`src/rtl/tx_axis_frame_arbiter.sv`:
```
// tx_axis_frame_arbiter
// Frame-level round-robin arbiter that feeds the single AXI-Stream input of
// tx_mac from NUM_PORTS frame sources. One source owns the output for a whole
// frame. The output is registered through a two-entry skid buffer, so every
// ready path is cut by a register.
module tx_axis_frame_arbiter #(
    parameter int DATA_WIDTH = 32,
    parameter int KEEP_WIDTH = DATA_WIDTH / 8,
    parameter int NUM_PORTS  = 4
) (
    input  logic                            i_clk,
    input  logic                            i_reset,
    input  logic [NUM_PORTS-1:0]            i_port_en,
    input  logic [NUM_PORTS*DATA_WIDTH-1:0] s_axis_tdata,
    input  logic [NUM_PORTS*KEEP_WIDTH-1:0] s_axis_tkeep,
    input  logic [NUM_PORTS-1:0]            s_axis_tvalid,
    input  logic [NUM_PORTS-1:0]            s_axis_tlast,
    output logic [NUM_PORTS-1:0]            s_axis_trdy,
    output logic [DATA_WIDTH-1:0]           m_axis_tdata,
    output logic [KEEP_WIDTH-1:0]           m_axis_tkeep,
    output logic                            m_axis_tvalid,
    output logic                            m_axis_tlast,
    input  logic                            m_axis_trdy,
    output logic [NUM_PORTS-1:0]            o_grant,
    output logic                            o_frame_done
);

    localparam int          IDXW = $clog2(NUM_PORTS);
    localparam int unsigned NP   = NUM_PORTS;

    localparam logic [0:0] ST_ARB = 1'b0;
    localparam logic [0:0] ST_FWD = 1'b1;

    logic [0:0]            state_q, state_d;
    logic [NUM_PORTS-1:0]  grant_q, grant_d;
    logic [NUM_PORTS-1:0]  trdy_q, trdy_d;
    logic [IDXW-1:0]       gidx_q, gidx_d;
    logic [IDXW-1:0]       last_q, last_d;
    logic                  done_q, done_d;

    logic                  out_valid_q, out_valid_d;
    logic [DATA_WIDTH-1:0] out_data_q, out_data_d;
    logic [KEEP_WIDTH-1:0] out_keep_q, out_keep_d;
    logic                  out_last_q, out_last_d;

    logic                  skid_valid_q, skid_valid_d;
    logic [DATA_WIDTH-1:0] skid_data_q, skid_data_d;
    logic [KEEP_WIDTH-1:0] skid_keep_q, skid_keep_d;
    logic                  skid_last_q, skid_last_d;

    logic [NUM_PORTS-1:0]  req;
    logic                  acc;
    logic                  pick_found;
    logic [IDXW-1:0]       pick_idx;
    logic [DATA_WIDTH-1:0] beat_data;
    logic [KEEP_WIDTH-1:0] beat_keep;
    logic                  beat_last;

    assign req = s_axis_tvalid & i_port_en;
    // trdy_q is only ever non-zero on the granted port, so this is the handshake.
    assign acc = |(s_axis_tvalid & trdy_q);

    // Select the beat presented by the granted port.
    always_comb begin
        beat_data = '0;
        beat_keep = '0;
        beat_last = 1'b0;
        for (int unsigned p = 0; p < NP; p++) begin
            if (grant_q[p]) begin
                beat_data = s_axis_tdata[p*DATA_WIDTH +: DATA_WIDTH];
                beat_keep = s_axis_tkeep[p*KEEP_WIDTH +: KEEP_WIDTH];
                beat_last = s_axis_tlast[p];
            end
        end
    end

    // Round-robin pick: first requester after the last granted port, with wrap.
    always_comb begin
        int unsigned     cand;
        logic [IDXW-1:0] cidx;
        cand       = 0;
        cidx       = '0;
        pick_found = 1'b0;
        pick_idx   = '0;
        for (int unsigned i = 0; i < NP; i++) begin
            cand = (32'(last_q) + 32'd1 + i) % NP;
            cidx = cand[IDXW-1:0];
            if (!pick_found && req[cidx]) begin
                pick_found = 1'b1;
                pick_idx   = cidx;
            end
        end
    end

    // Frame ownership: grant on a pick, release once the tlast beat is taken.
    always_comb begin
        state_d = state_q;
        grant_d = grant_q;
        gidx_d  = gidx_q;
        last_d  = last_q;
        done_d  = 1'b0;
        case (state_q)
            ST_ARB: begin
                if (pick_found) begin
                    state_d           = ST_FWD;
                    grant_d           = '0;
                    grant_d[pick_idx] = 1'b1;
                    gidx_d            = pick_idx;
                end
            end
            default: begin
                if (acc && beat_last) begin
                    state_d = ST_ARB;
                    grant_d = '0;
                    last_d  = gidx_q;
                    done_d  = 1'b1;
                end
            end
        endcase
    end

    // Skid buffer: the output register refills from skid first, then from the
    // input. trdy is registered from the next skid state, so a beat can only
    // arrive while skid is empty and at most two beats are ever held.
    always_comb begin
        out_valid_d  = out_valid_q;
        out_data_d   = out_data_q;
        out_keep_d   = out_keep_q;
        out_last_d   = out_last_q;
        skid_valid_d = skid_valid_q;
        skid_data_d  = skid_data_q;
        skid_keep_d  = skid_keep_q;
        skid_last_d  = skid_last_q;
        if (!out_valid_q || m_axis_trdy) begin
            if (skid_valid_q) begin
                out_valid_d  = 1'b1;
                out_data_d   = skid_data_q;
                out_keep_d   = skid_keep_q;
                out_last_d   = skid_last_q;
                skid_valid_d = 1'b0;
            end else if (acc) begin
                out_valid_d = 1'b1;
                out_data_d  = beat_data;
                out_keep_d  = beat_keep;
                out_last_d  = beat_last;
            end else begin
                out_valid_d = 1'b0;
            end
        end else if (acc) begin
            skid_valid_d = 1'b1;
            skid_data_d  = beat_data;
            skid_keep_d  = beat_keep;
            skid_last_d  = beat_last;
        end
        trdy_d = (state_d == ST_FWD && !skid_valid_d) ? grant_d : '0;
    end

    // State registers with synchronous reset.
    always_ff @(posedge i_clk) begin
        if (i_reset) begin
            state_q      <= ST_ARB;
            grant_q      <= '0;
            trdy_q       <= '0;
            gidx_q       <= '0;
            last_q       <= IDXW'(NUM_PORTS - 1);
            done_q       <= 1'b0;
            out_valid_q  <= 1'b0;
            out_data_q   <= '0;
            out_keep_q   <= '0;
            out_last_q   <= 1'b0;
            skid_valid_q <= 1'b0;
            skid_data_q  <= '0;
            skid_keep_q  <= '0;
            skid_last_q  <= 1'b0;
        end else begin
            state_q      <= state_d;
            grant_q      <= grant_d;
            trdy_q       <= trdy_d;
            gidx_q       <= gidx_d;
            last_q       <= last_d;
            done_q       <= done_d;
            out_valid_q  <= out_valid_d;
            out_data_q   <= out_data_d;
            out_keep_q   <= out_keep_d;
            out_last_q   <= out_last_d;
            skid_valid_q <= skid_valid_d;
            skid_data_q  <= skid_data_d;
            skid_keep_q  <= skid_keep_d;
            skid_last_q  <= skid_last_d;
        end
    end

    assign s_axis_trdy   = trdy_q;
    assign m_axis_tdata  = out_data_q;
    assign m_axis_tkeep  = out_keep_q;
    assign m_axis_tvalid = out_valid_q;
    assign m_axis_tlast  = out_last_q;
    assign o_grant       = grant_q;
    assign o_frame_done  = done_q;

endmodule

```
`config.mk`:
```
export PLATFORM = sky130hd
export DESIGN_NAME = tx_axis_frame_arbiter
export DESIGN_NICKNAME = d
export VERILOG_FILES = /design/src/rtl/tx_axis_frame_arbiter.sv
export SDC_FILE = /design/constraint.sdc
export NUM_CORES = 1
export LEC_CHECK = 0
export BUFFER_PORTS_ARGS = -buffer_cell sky130_fd_sc_hd__buf_2
export CORE_AREA = 2 2 94 96
export CTS_BUF_LIST = sky130_fd_sc_hd__clkbuf_8
export DETAILED_ROUTE_END_ITERATION = 8
export DIE_AREA = 0 0 96 98
export PLACE_DENSITY_LB_ADDON = 0.15
export SLEW_MARGIN = 20
export SYNTH_ARGS = -nofsm -noshare
export SYNTH_HDL_FRONTEND = slang
export SYNTH_SLANG_ARGS = --single-unit
```
`constraint.sdc`:
```
create_clock -name i_clk -period 3.55 [get_ports i_clk]
set_clock_uncertainty 0.15 [all_clocks]
set_input_delay 0.71 -clock i_clk [delete_from_list [all_inputs] [get_ports i_clk]]
set_output_delay 0.71 -clock i_clk [all_outputs]
set_load 0.005 [all_outputs]
```
# Word-level counts from Yosys, hierarchy flattened
# Cells that the tools add are included.
[totals]
ff_bits = 90
ramBits = 0
latchBits = 0
rom_bits = 0
n_memories = 0
in_bits = 159
[op_classes]
n_lt_le_gt_ge = 6
div_mod_pow = 0
shifts = 0
n_eq_ne = 0
n_mux = 47
addsub = 4
bitwise_logic = 5
mul = 0
n_reduce_logical = 20
[op_table]
columns = ["cell", "n"]
rows = [
  ["$mux W32", 6],
  ["$mux W4", 9],
  ["$mux W1", 23],
  ["$lt A2 B3 Y1 const B", 5],
  ["$and A4 B4 Y4", 2],
  ["$bmux W1 S2", 4],
  ["$mux W2", 4],
  ["$reduce_and A2 Y1", 4],
  ["$logic_and A1 B1 Y1", 6],
  ["$logic_not A1 Y1", 5],
  ["$add A2 B1 Y2 const B", 2],
  ["$add A2 B2 Y2 const B", 2],
  ["$reduce_or A2 Y1", 2],
  ["$reduce_or A4 Y1", 1],
  ["$not A1 Y1", 3],
  ["$demux W1 S2", 1],
  ["$ge A2 B1 Y1 const B", 1],
  ["$reduce_bool A2 Y1", 1],
  ["$logic_or A1 B1 Y1", 1],
]

# Depth between registers and ports, before layout
# Gate-level depths: netlist of the first run.
[logic_depth]
depth_word = 19
mapped_depth = 7
depth_no_buf = 5

# Least setup slack after synthesis of the first run
# No wires, ideal clock.
[synth_timing]
path_type = "input -> register"
from = "in s_axis_tvalid[0]"
to = "reg trdy_q[0], in the netlist s_axis_trdy[0]"
cell_stages = 6
path_buffers = 1
t_arrival_ps = 2112
path_slack_ps = 1222
path_cell_list = "a22o_1 or2_4 and3_1 buf_6 or4_4 nor2b_1"
[synth_between]
elab_chain_len = 19
word_cells_on_any_way = 43
[synth_lines]
columns = ["item", "line", "rtl"]
rows = [
  ["start, declared", "16", "input logic [NUM_PORTS-1:0] s_axis_tvalid,"],
  ["$and A4 B4 Y4", "59", "assign req = s_axis_tvalid & i_port_en;"],
  ["$bmux W1 S2", "88", "if (!pick_found && req[cidx]) begin"],
  ["$mux W1 (not written as such)", "88", ""],
  ["$mux W1", "88", ""],
  ["$logic_not A1 Y1", "88", ""],
  ["$logic_and A1 B1 Y1", "88", ""],
  ["$mux W1", "88", ""],
  ["$logic_not A1 Y1", "88", ""],
  ["(+3 left out)", "--", ""],
  ["$logic_and A1 B1 Y1", "88", ""],
  ["$mux W2", "88", ""],
  ["$lt A2 B3 Y1 (not written as such) or $ge A2 B1 Y1 (tied branches)", "107", "grant_d[pick_idx] = 1'b1;"],
  ["$logic_and A1 B1 Y1 (not written as such)", "107", ""],
  ["$mux W1 (not written as such)", "107", ""],
  ["$demux W1 S2", "107", ""],
  ["$mux W4", "104", "if (pick_found) begin"],
  ["$mux W4", "102", "case (state_q)"],
  ["end signal, assigned", "178", "trdy_q <= trdy_d;"],
  ["end, declared", "36", "logic [NUM_PORTS-1:0] trdy_q, trdy_d;"],
]
# Parallel ways exist; a longest one is shown, timed or not. The select of a mux whose other input is x is not followed.
# A chain may end at the register's enable or synchronous reset.

# Worst setup path in the final report of the first run
[layout_timing]
from = "reg grant_q[3], in the netlist o_grant[3]"
to = "reg out_data_q[22], in the netlist m_axis_tdata[22]"
[layout_between]
elab_chain_len = 3
[layout_lines]
columns = ["item", "line", "rtl"]
rows = [
  ["start, declared", "35", "logic [NUM_PORTS-1:0] grant_q, grant_d;"],
  ["start signal, assigned", "177", "grant_q <= grant_d;"],
  ["$mux W32", "69", "if (grant_q[p]) begin"],
  ["$mux W32", "141", "end else if (acc) begin"],
  ["$mux W32", "135", "if (skid_valid_q) begin"],
  ["end signal, assigned", "183", "out_data_q <= out_data_d;"],
  ["end, declared", "42", "logic [DATA_WIDTH-1:0] out_data_q, out_data_d;"],
]
# No other way between the ends. The select of a mux whose other input is x is not followed.

==> impl_metrics.env, run 1 <==
export IMPL_synth_top_area_share_pct=42.2
export IMPL_initial_utilization_pct=50.5
export IMPL_first_global_vias=4450
export IMPL_start_kind="flip-flop"
export IMPL_synth_area_leaders="dfxtp_1 42%, nor3_1 13%, a221oi_1 7.6%"
export IMPL_timing_final_hold_violations=0
export IMPL_p_leak_uw=0.00229
export IMPL_clock_sinks=90
export IMPL_num_vias=4828
export IMPL_fin_setup_tns_ps=0
export IMPL_grt_max_degree=75
export IMPL_cts_setup_buffers=0
export IMPL_switchingPower_uw=722
export IMPL_portBuffers=205
export IMPL_antenna_found_initial=0
export IMPL_mostFrequentLayoutCell="buf_2"
export IMPL_ir_worst_vdd_v=0.000198
export IMPL_rows=34
export IMPL_antenna_cells=0
export IMPL_ys_ff_latch=90
export IMPL_wl_per_cell_um=15.6
export IMPL_status="completed"
export IMPL_switching_share_pct=31.3
export IMPL_layout_common_cells="205 x buf_2, 112 x nor3_1, 89 x dfxtp_1"
export IMPL_cts_buffers=9
export IMPL_core_um2=8470
export IMPL_max_cap_violations=0
export IMPL_viasPerCell=5.82
export IMPL_drive_above_1_share_pct=32.9
export IMPL_ff2ff_setup_slack_ps=1090
export IMPL_hpwl_um=9000
export IMPL_yosysSeqAreaShare_pct=42.2
export IMPL_cts_tree="done"
export IMPL_die_h_um=98
export IMPL_drt_total_wl_um=12900
export IMPL_ys_types=39
export IMPL_place_area_um2=5340
export IMPL_gp_congestion=0.852
export IMPL_comb_power_share_pct=24.2
export IMPL_synthCells=544
export IMPL_synth_area_leader_cell="dfxtp_1"
export IMPL_rsz0062_at_grt="no"
export IMPL_grt_overflow=0
export IMPL_drt_pre_antenna_iters=5
export IMPL_worst_ep_required_time_ps=3620
export IMPL_n_fill_cell=782
export IMPL_drcViolationCount=0
export IMPL_path_clk_slew_ps=100
export IMPL_max_slew_margin_pct=36.4
export IMPL_track_usage_pct=26.9
export IMPL_regArea_um2=1800
export IMPL_drv_slew=0
export IMPL_setup_violations=0
export IMPL_multi_input_area_um2=2290
export IMPL_final_area_um2=5510
export IMPL_cts_root_buf="clkbuf_8"
export IMPL_cp_end_kind="flip-flop"
export IMPL_crit_type="flip-flop to flip-flop"
export IMPL_dr_first_iter_drc_count=206
export IMPL_powerDensity_nw_per_um2=418
export IMPL_arrival_ps=2530
export IMPL_ant_nets=0
export IMPL_period_share_pct=69.3
export IMPL_final_cells=829
export IMPL_cts_hold_buf=0
export IMPL_synth_area_per_cell_um2=7.85
export IMPL_worst_pin_slew_ps=951
export IMPL_post_cts_resized=0
export IMPL_nets=875
export IMPL_yosysWarnings=0
export IMPL_finalCriticalPeriod_ps=2460
export IMPL_seq_power_share_pct=48.1
export IMPL_hp_class="flip-flop to flip-flop"
export IMPL_area_growth_pct=29.0
export IMPL_insertion_delay_ps=350
export IMPL_syn_area_um2=4270
export IMPL_path_max_fanout=19
export IMPL_h_tree_depth=3
export IMPL_io_pins=206
export IMPL_dieArea_um2=9410
export IMPL_synth_nets=703
export IMPL_fmax_mhz=406
export IMPL_cts_max_path_buffers=2
export IMPL_internal_power_uw=1580
export IMPL_grt_pass1_wl_um=20500
export IMPL_dp_cells=813
export IMPL_die_x_um=96
export IMPL_clkPwrFrac_pct=27.7
==> per-stage QoR <==
step	setup slack [ps]	hold slack (ps)	power [uW]	util [%]
CTS	1130	319	2320	65.1
floorplan	1220	286	1450	-
detailed placement	971	304	1690	63.0
finish	1090	317	2310	65.1
global route	910	333	2440	65.1
global placement	1030	295	1680	63.0
==> routing by layer <==
layer	track usage (%)	vias to the layer above	share of wire (%)
met5	0	-	0
met4	5.71	0	0.98
met3	6.40	13	7.8
met2	46.3	191	50
met1	33.9	2208	42
li1	-	2416	-
==> final cells by class <==
cell class              instances  share of cell area, %
clock buffers                   9                   2.25
well taps                     108                   2.45
inverters                       3                  0.204
clock inverters                 7                  0.953
flip-flops and latches         90                   32.7
multi-input cells             399                   41.5
repair buffers                213                   19.9
==> cells in the mapped netlist (all sizes together) <==
| library cell | number |
|---|---|
| a31oi | 1 |
| o32ai | 1 |
| nand4 | 1 |
| inv | 2 |
| nand2b | 2 |
| o21a | 1 |
| and4b | 1 |
| a32oi | 2 |
| buf | 4 |
| a221oi | 37 |
| a2bb2oi | 1 |
| a211oi | 39 |
| clkbuf | 48 |
| nor3b | 1 |
| a211o | 1 |
| or2 | 2 |
| dfxtp | 90 |
| nand3b | 3 |
| a22oi | 1 |
| o21ai | 4 |
| or4 | 1 |
| and3 | 1 |
| o22ai | 37 |
| nor3 | 112 |
| nand2 | 11 |
| a21oi | 39 |
| and2 | 1 |
| mux2i | 1 |
| o2111ai | 1 |
| nor2 | 83 |
| clkinv | 1 |
| nand3 | 4 |
| a22o | 4 |
| nor2b | 6 |
==> worst paths after layout <==
kind | from | end | cells after the start
worst max-delay path | o_grant[3] | m_axis_tdata[22] | 6
worst min-delay path | gidx_q[1] | gidx_q[1] | 2
worst max register to register | o_grant[3] | m_axis_tdata[22] | 6
worst min register to register | gidx_q[1] | gidx_q[1] | 2
==> state kept, by name, indices dropped and copies added (netlist names), 2 cells and up <==
name          count
last_q            2
gidx_q            2
m_axis_tdata     32
o_grant           4
skid_data_q      32
s_axis_trdy       4
m_axis_tkeep      4
skid_keep_q       4
==> critical path, cell delays in order, from the launching register on <==
cell and delay [ps]:
dfxtp_1 510, clkinv_1 530, buf_4 410, o22ai_1 370, nor3_1 80, a211oi_1 190
nor3_1 70
==> cells by family after synthesis <==
logic type / share of synthesized area [%]
muxes: 0.234
buffers and inverters: 5.07
AOI/OAI and AO/OA: 27.5
and+or+nand+nor: 25.0
DFF: 42.2
==> power by group through the flow <==
stage	clock (uW)	combinational [uW]	sequential [uW]
finish	639	557	1110
detailed placement	0	558	1130
floorplan	0	320	1130
global placement	0	546	1130
CTS	652	560	1110
global route	700	626	1120
(Power assumes the default switching activity.)
==> run 2, diff against run 1 <==
--- a/config.mk
+++ b/config.mk
@@ -5,11 +5,12 @@
 export SDC_FILE = /design/constraint.sdc
 export NUM_CORES = 1
 export LEC_CHECK = 0
+export ABC_AREA = 1
 export BUFFER_PORTS_ARGS = -buffer_cell sky130_fd_sc_hd__buf_2
-export CORE_AREA = 2 2 94 96
+export CORE_AREA = 2 2 104 106
 export CTS_BUF_LIST = sky130_fd_sc_hd__clkbuf_8
 export DETAILED_ROUTE_END_ITERATION = 8
-export DIE_AREA = 0 0 96 98
+export DIE_AREA = 0 0 106 108
 export PLACE_DENSITY_LB_ADDON = 0.15
 export SLEW_MARGIN = 20
 export SYNTH_ARGS = -nofsm -noshare
==> constraint.sdc (replaced) <==
create_clock -name i_clk -period 2.45 [get_ports i_clk]
set_clock_uncertainty 0.15 [all_clocks]
set_input_delay 0.49 -clock i_clk [delete_from_list [all_inputs] [get_ports i_clk]]
set_output_delay 0.49 -clock i_clk [all_outputs]
set_load 0.005 [all_outputs]
==> impl_metrics.env, run 2 <==
export IMPL_status="completed"
export IMPL_worst_pin_slew_ps=708
export IMPL_rows=37
export IMPL_timing_final_hold_violations=0
export IMPL_path_clk_slew_ps=100
export IMPL_synth_top_area_share_pct=35.5
export IMPL_worst_ep_required_time_ps=2540
export IMPL_async_flop_share_pct=0
export IMPL_n_fill_cell=1002
export IMPL_grt_max_degree=57
export IMPL_antenna_cells=0
export IMPL_grt_pass1_wl_um=23900
export IMPL_num_vias=5785
export IMPL_first_global_vias=5141
export IMPL_die_h_um=108
export IMPL_drive_above_1_share_pct=26.5
export IMPL_track_usage_pct=25.5
export IMPL_crit_type="flip-flop to flip-flop"
export IMPL_die_x_um=106
export IMPL_synth_nets=960
export IMPL_period_share_pct=82.2
export IMPL_p_leak_uw=0.00302
export IMPL_synth_area_leaders="dfxtp_1 35%, nand2_1 21%, o21ai_0 12%"
export IMPL_antenna_found_initial=0
export IMPL_syn_area_um2=5080
export IMPL_viasPerCell=5.18
export IMPL_synth_edf_count=0
export IMPL_synthCells=801
export IMPL_rsz0062_at_grt="no"
export IMPL_portBuffers=205
export IMPL_grt_overflow=0
export IMPL_max_slew_margin_pct=52.7
export IMPL_clock_sinks=90
export IMPL_synth_most_common_cell="nand2_1"
export IMPL_path_max_fanout=48
export IMPL_ys_ff_latch=90
export IMPL_cp_end_kind="flip-flop"
export IMPL_cts_max_path_buffers=2
export IMPL_yosysSeqAreaShare_pct=35.5
export IMPL_powerDensity_nw_per_um2=571
export IMPL_max_cap_violations=0
export IMPL_finalCriticalPeriod_ps=2010
export IMPL_gp_congestion=0.871
export IMPL_nets=1134
export IMPL_io_pins=206
export IMPL_synthFlopType="dfxtp_1"
export IMPL_initial_utilization_pct=49.7
export IMPL_dieArea_um2=11400
export IMPL_synth_area_leader_cell="dfxtp_1"
export IMPL_dr_first_iter_drc_count=450
export IMPL_area_growth_pct=26.3
export IMPL_regArea_um2=1800
export IMPL_drt_total_wl_um=14900
export IMPL_start_kind="flip-flop"
export IMPL_core_um2=10200
export IMPL_hp_class="flip-flop to flip-flop"
export IMPL_setup_violations=0
export IMPL_fin_setup_tns_ps=0
export IMPL_yosysWarnings=0
export IMPL_layout_common_cells="280 x nand2_1, 205 x buf_2, 117 x o21ai_0"
export IMPL_ir_worst_vdd_v=0.000419
export IMPL_h_tree_depth=3
export IMPL_fmax_mhz=496
export IMPL_cts_tree="done"
export IMPL_ys_types=28
export IMPL_cts_buffers=9
export IMPL_multi_input_area_um2=2830
export IMPL_drcViolationCount=0
export IMPL_place_area_um2=6210
export IMPL_cts_hold_buf=0
export IMPL_insertion_delay_ps=350
export IMPL_synth_area_per_cell_um2=6.35
export IMPL_arrival_ps=2100
export IMPL_ant_nets=0
export IMPL_cts_setup_buffers=0
export IMPL_drv_slew=0
export IMPL_drt_pre_antenna_iters=4
export IMPL_finalPower_uw=3660
export IMPL_cts_root_buf="clkbuf_8"
export IMPL_post_cts_resized=0
export IMPL_yosys_top_cells_count="280 x nand2_1, 117 x o21ai_0, 90 x dfxtp_1"
export IMPL_mostFrequentLayoutCell="nand2_1"
export IMPL_wl_per_cell_um=13.3
export IMPL_hpwl_um=10500
export IMPL_final_area_um2=6420
## run 2: stage by stage
stage / std cells / hold slack [ps] / setup WS [ps] / utilization [%]
2_1_floorplan: 801 / 293 / 649 / -
3_3_place_gp: 1100 / 304 / 195 / 60.7
3_5_place_dp: 1100 / 311 / 141 / 60.7
4_1_cts: 1116 / 295 / 471 / 62.7
5_1_grt: 1116 / 323 / 285 / 62.7
6_report: 1116 / 310 / 436 / 62.7
## run 2: routing by layer
layer,up-vias,GRT usage [%],part of all wire [%]
met5,-,0,0
met4,0,7.42,1.2
met3,18,5.79,7.1
met2,210,42.0,46
met1,2561,33.6,46
li1,2996,-,-
## run 2: power breakdown
| part | internal (uW) | switching, uW | total, uW |
|---|---|---|---|
| registers | 1570 | 72.7 | 1640 |
| logic | 422 | 551 | 972 |
| clock network | 491 | 558 | 1050 |
## run 2: final timing paths
path             startpoint              end  slack [ps]  cells after the start
min          skid_data_q[1]  m_axis_tdata[1]         310                      2
max reg2reg  s_axis_trdy[0]  m_axis_tkeep[1]         440                      8
max          s_axis_trdy[0]  m_axis_tkeep[1]         440                      8
min reg2reg  skid_data_q[1]  m_axis_tdata[1]         310                      2
## run 2: area by class of cell
class | instances | area share [%]
clock buffer | 9 | 1.93
inverter | 54 | 3.16
timing repair buffer | 223 | 18.7
tap | 136 | 2.65
clock inverter | 7 | 1.31
sequential | 90 | 28.1
multi-input combinational | 597 | 44.2
## run 2: logic make-up after synthesis
| family | Yosys count | synth area share (%) |
|---|---|---|
| AOI/OAI and AO/OA | 282 | 30.7 |
| buffers and inverters | 114 | 9.16 |
| DFF | 90 | 35.5 |
| and+or+nand+nor | 315 | 24.7 |
## run 2: critical path, stage by stage, from the launching register on
cell and delay [ps]:
dfxtp_1 320, a22o_1 200, a21oi_1 320, nand2_1 150, nor2_1 200, nor2_4 110, buf_12 190, o21ai_0 180
a31oi_1 70
==> run 3, diff against run 2 <==
==> constraint.sdc (replaced) <==
create_clock -name i_clk -period 1.9 [get_ports i_clk]
set_clock_uncertainty 0.15 [all_clocks]
set_input_delay 0.38 -clock i_clk [delete_from_list [all_inputs] [get_ports i_clk]]
set_output_delay 0.38 -clock i_clk [all_outputs]
set_load 0.005 [all_outputs]
==> impl_metrics.env, run 3 (synthesis results as in run 2) <==
export IMPL_rr_endpoint="o_grant[1]"
export IMPL_die_x_um=106
export IMPL_drv_slew=0
export IMPL_wl_per_cell_um=13.3
export IMPL_r2r_start="last_q[0]"
export IMPL_grt_max_degree=55
export IMPL_ff2ff_setup_slack_ps=140
export IMPL_drt_pre_antenna_iters=5
export IMPL_cts_root_buf="clkbuf_8"
export IMPL_initial_utilization_pct=49.7
export IMPL_h_tree_depth=3
export IMPL_crit_family="simple AND/OR/NAND/NOR gates"
export IMPL_insertion_delay_ps=350
export IMPL_timing_final_hold_violations=0
export IMPL_p_leak_uw=0.00308
export IMPL_max_cap_violations=0
export IMPL_fmax_mhz=568
export IMPL_num_vias=5819
export IMPL_ant_nets=0
export IMPL_worst_pin_slew_ps=713
export IMPL_nets=1147
export IMPL_setup_violations=0
export IMPL_path_max_fanout=6
export IMPL_cts_max_path_buffers=2
export IMPL_layout_common_cells="280 x nand2_1, 205 x buf_2, 116 x o21ai_0"
export IMPL_clock_sinks=90
export IMPL_hpwl_um=10900
export IMPL_min_from="i_reset"
export IMPL_final_core_util_pct=64.0
export IMPL_cts_tree="done"
export IMPL_arrival_ps=1890
export IMPL_gp_congestion=0.885
export IMPL_start_kind="flip-flop"
export IMPL_finalCriticalPeriod_ps=1760
export IMPL_worst_ep_required_time_ps=2030
export IMPL_area_growth_pct=28.8
export IMPL_portBuffers=205
export IMPL_core_um2=10200
export IMPL_ir_worst_vdd_v=0.000405
export IMPL_crit_chain="buf_4 -> nand3_1 -> nand2_2 -> nor2_2 -> nand4_1 -> nand2_2 -> inv_2 -> o21ai_1 -> nand2_1 -> a21oi_1"
export IMPL_die_h_um=108
export IMPL_final_cells=1129
export IMPL_viasPerCell=5.15
export IMPL_track_usage_pct=25.7
export IMPL_rows=37
export IMPL_mostFrequentLayoutCell="nand2_1"
export IMPL_max_slew_margin_pct=52.4
export IMPL_pre_cts_ws_ps=-86.8
export IMPL_drive_above_1_share_pct=27.8
export IMPL_grt_overflow=0
export IMPL_first_global_vias=5091
export IMPL_dp_cells=1112
export IMPL_antenna_cells=0
export IMPL_cp_common_cell="nand2_2"
export IMPL_place_area_um2=6350
export IMPL_whs_endpoint="o_grant[1]"
export IMPL_hold_slack_ps=193
export IMPL_max_stage_delay_ps=370
export IMPL_worst_path_buf_inv=2
export IMPL_final_area_um2=6550
export IMPL_grt_pass1_wl_um=24100
export IMPL_cp_end_kind="flip-flop"
export IMPL_io_pins=206
export IMPL_hp_class="primary input to flip-flop"
export IMPL_cts_buffers=9
export IMPL_r2r_cells=10
export IMPL_dr_first_iter_drc_count=335
export IMPL_antenna_found_initial=0
export IMPL_drt_total_wl_um=15100
export IMPL_drcViolationCount=0
export IMPL_powerDensity_nw_per_um2=701
export IMPL_path_clk_slew_ps=80
export IMPL_layout_setup_ws_ps=140
export IMPL_dieArea_um2=11400
export IMPL_crit_slowest_cell="dfxtp_4"
export IMPL_hold_depth=2
export IMPL_status="completed"
export IMPL_crit_type="flip-flop to flip-flop"
export IMPL_period_share_pct=92.6
export IMPL_rsz0062_at_grt="yes"
[run 3: changes by cell type in the layout (fill, tap and decap cells not counted), sizes merged]
cell | before | now
inv | 57 | 56
clkinv | 2 | 3
bufinv | 1 | 0
clkinvlp | 1 | 2
buf | 223 | 236
[run 3: worst max path at each step]
stage / from / cells after the start / slack, ps / end
after floorplan: s_axis_tvalid[0] / 9 / 210 / m_axis_tdata[19]
after global placement: s_axis_tvalid[0] / 9 / -40 / m_axis_tdata[4]
after detailed placement: s_axis_tvalid[0] / 10 / -90 / s_axis_trdy[0]
after CTS: s_axis_trdy[0] / 9 / 30 / s_axis_trdy[0]
after global routing: s_axis_trdy[0] / 9 / -20 / s_axis_trdy[0]
final: last_q[0] / 10 / 140 / o_grant[1]
[run 3: layer usage]
metal	wire, um	part of all wire [%]	global-route usage, %	up-vias
li1	-	-	-	3025
met1	7000	47	34.6	2608
met4	98	0.65	5.92	0
met3	915	6.1	5.36	8
met2	7030	47	42.8	178
met5	0	0	0	-
[run 3: final cells by class]
type | count | area, um^2
fillers | 1012 | 3680
multi-input cells | 597 | 2840
flip-flops and latches | 90 | 1810
repair buffers | 236 | 1350
inverters | 54 | 203
well taps | 136 | 170
clock buffers | 9 | 124
clock inverters | 7 | 53.8
[run 3: where the power goes]
| group | switching, uW | internal [uW] | leakage, uW |
|---|---|---|---|
| Clock | 694 | 484 | 0.0000876 |
| Sequential | 78.0 | 2020 | 0.000732 |
| Combinational | 734 | 577 | 0.00226 |
[run 3: worst register-to-register path, cell delays in order (launching register included)]
cell	delay [ps]
dfxtp_4	370
buf_4	150
nand3_1	80
nand2_2	90
nor2_2	210
nand4_1	170
nand2_2	110
inv_2	50
o21ai_1	110
nand2_1	90
a21oi_1	120
[run 3: repair_timing]
action,4_1_cts,5_1_grt
hold buffers,0,0
resized for setup,0,6
setup endpoints to repair,0,46
buffers inserted,0,1
endpoints found under the hold margin,0,0
[run 3: metrics by stage]
step                      power, uW  TNS (ps)
after CTS                      4610         0
after detailed placement       3450     -2290
after floorplan                2920         0
final                          4590         0
after global routing           4870     -16.5
after global placement         3430     -1520
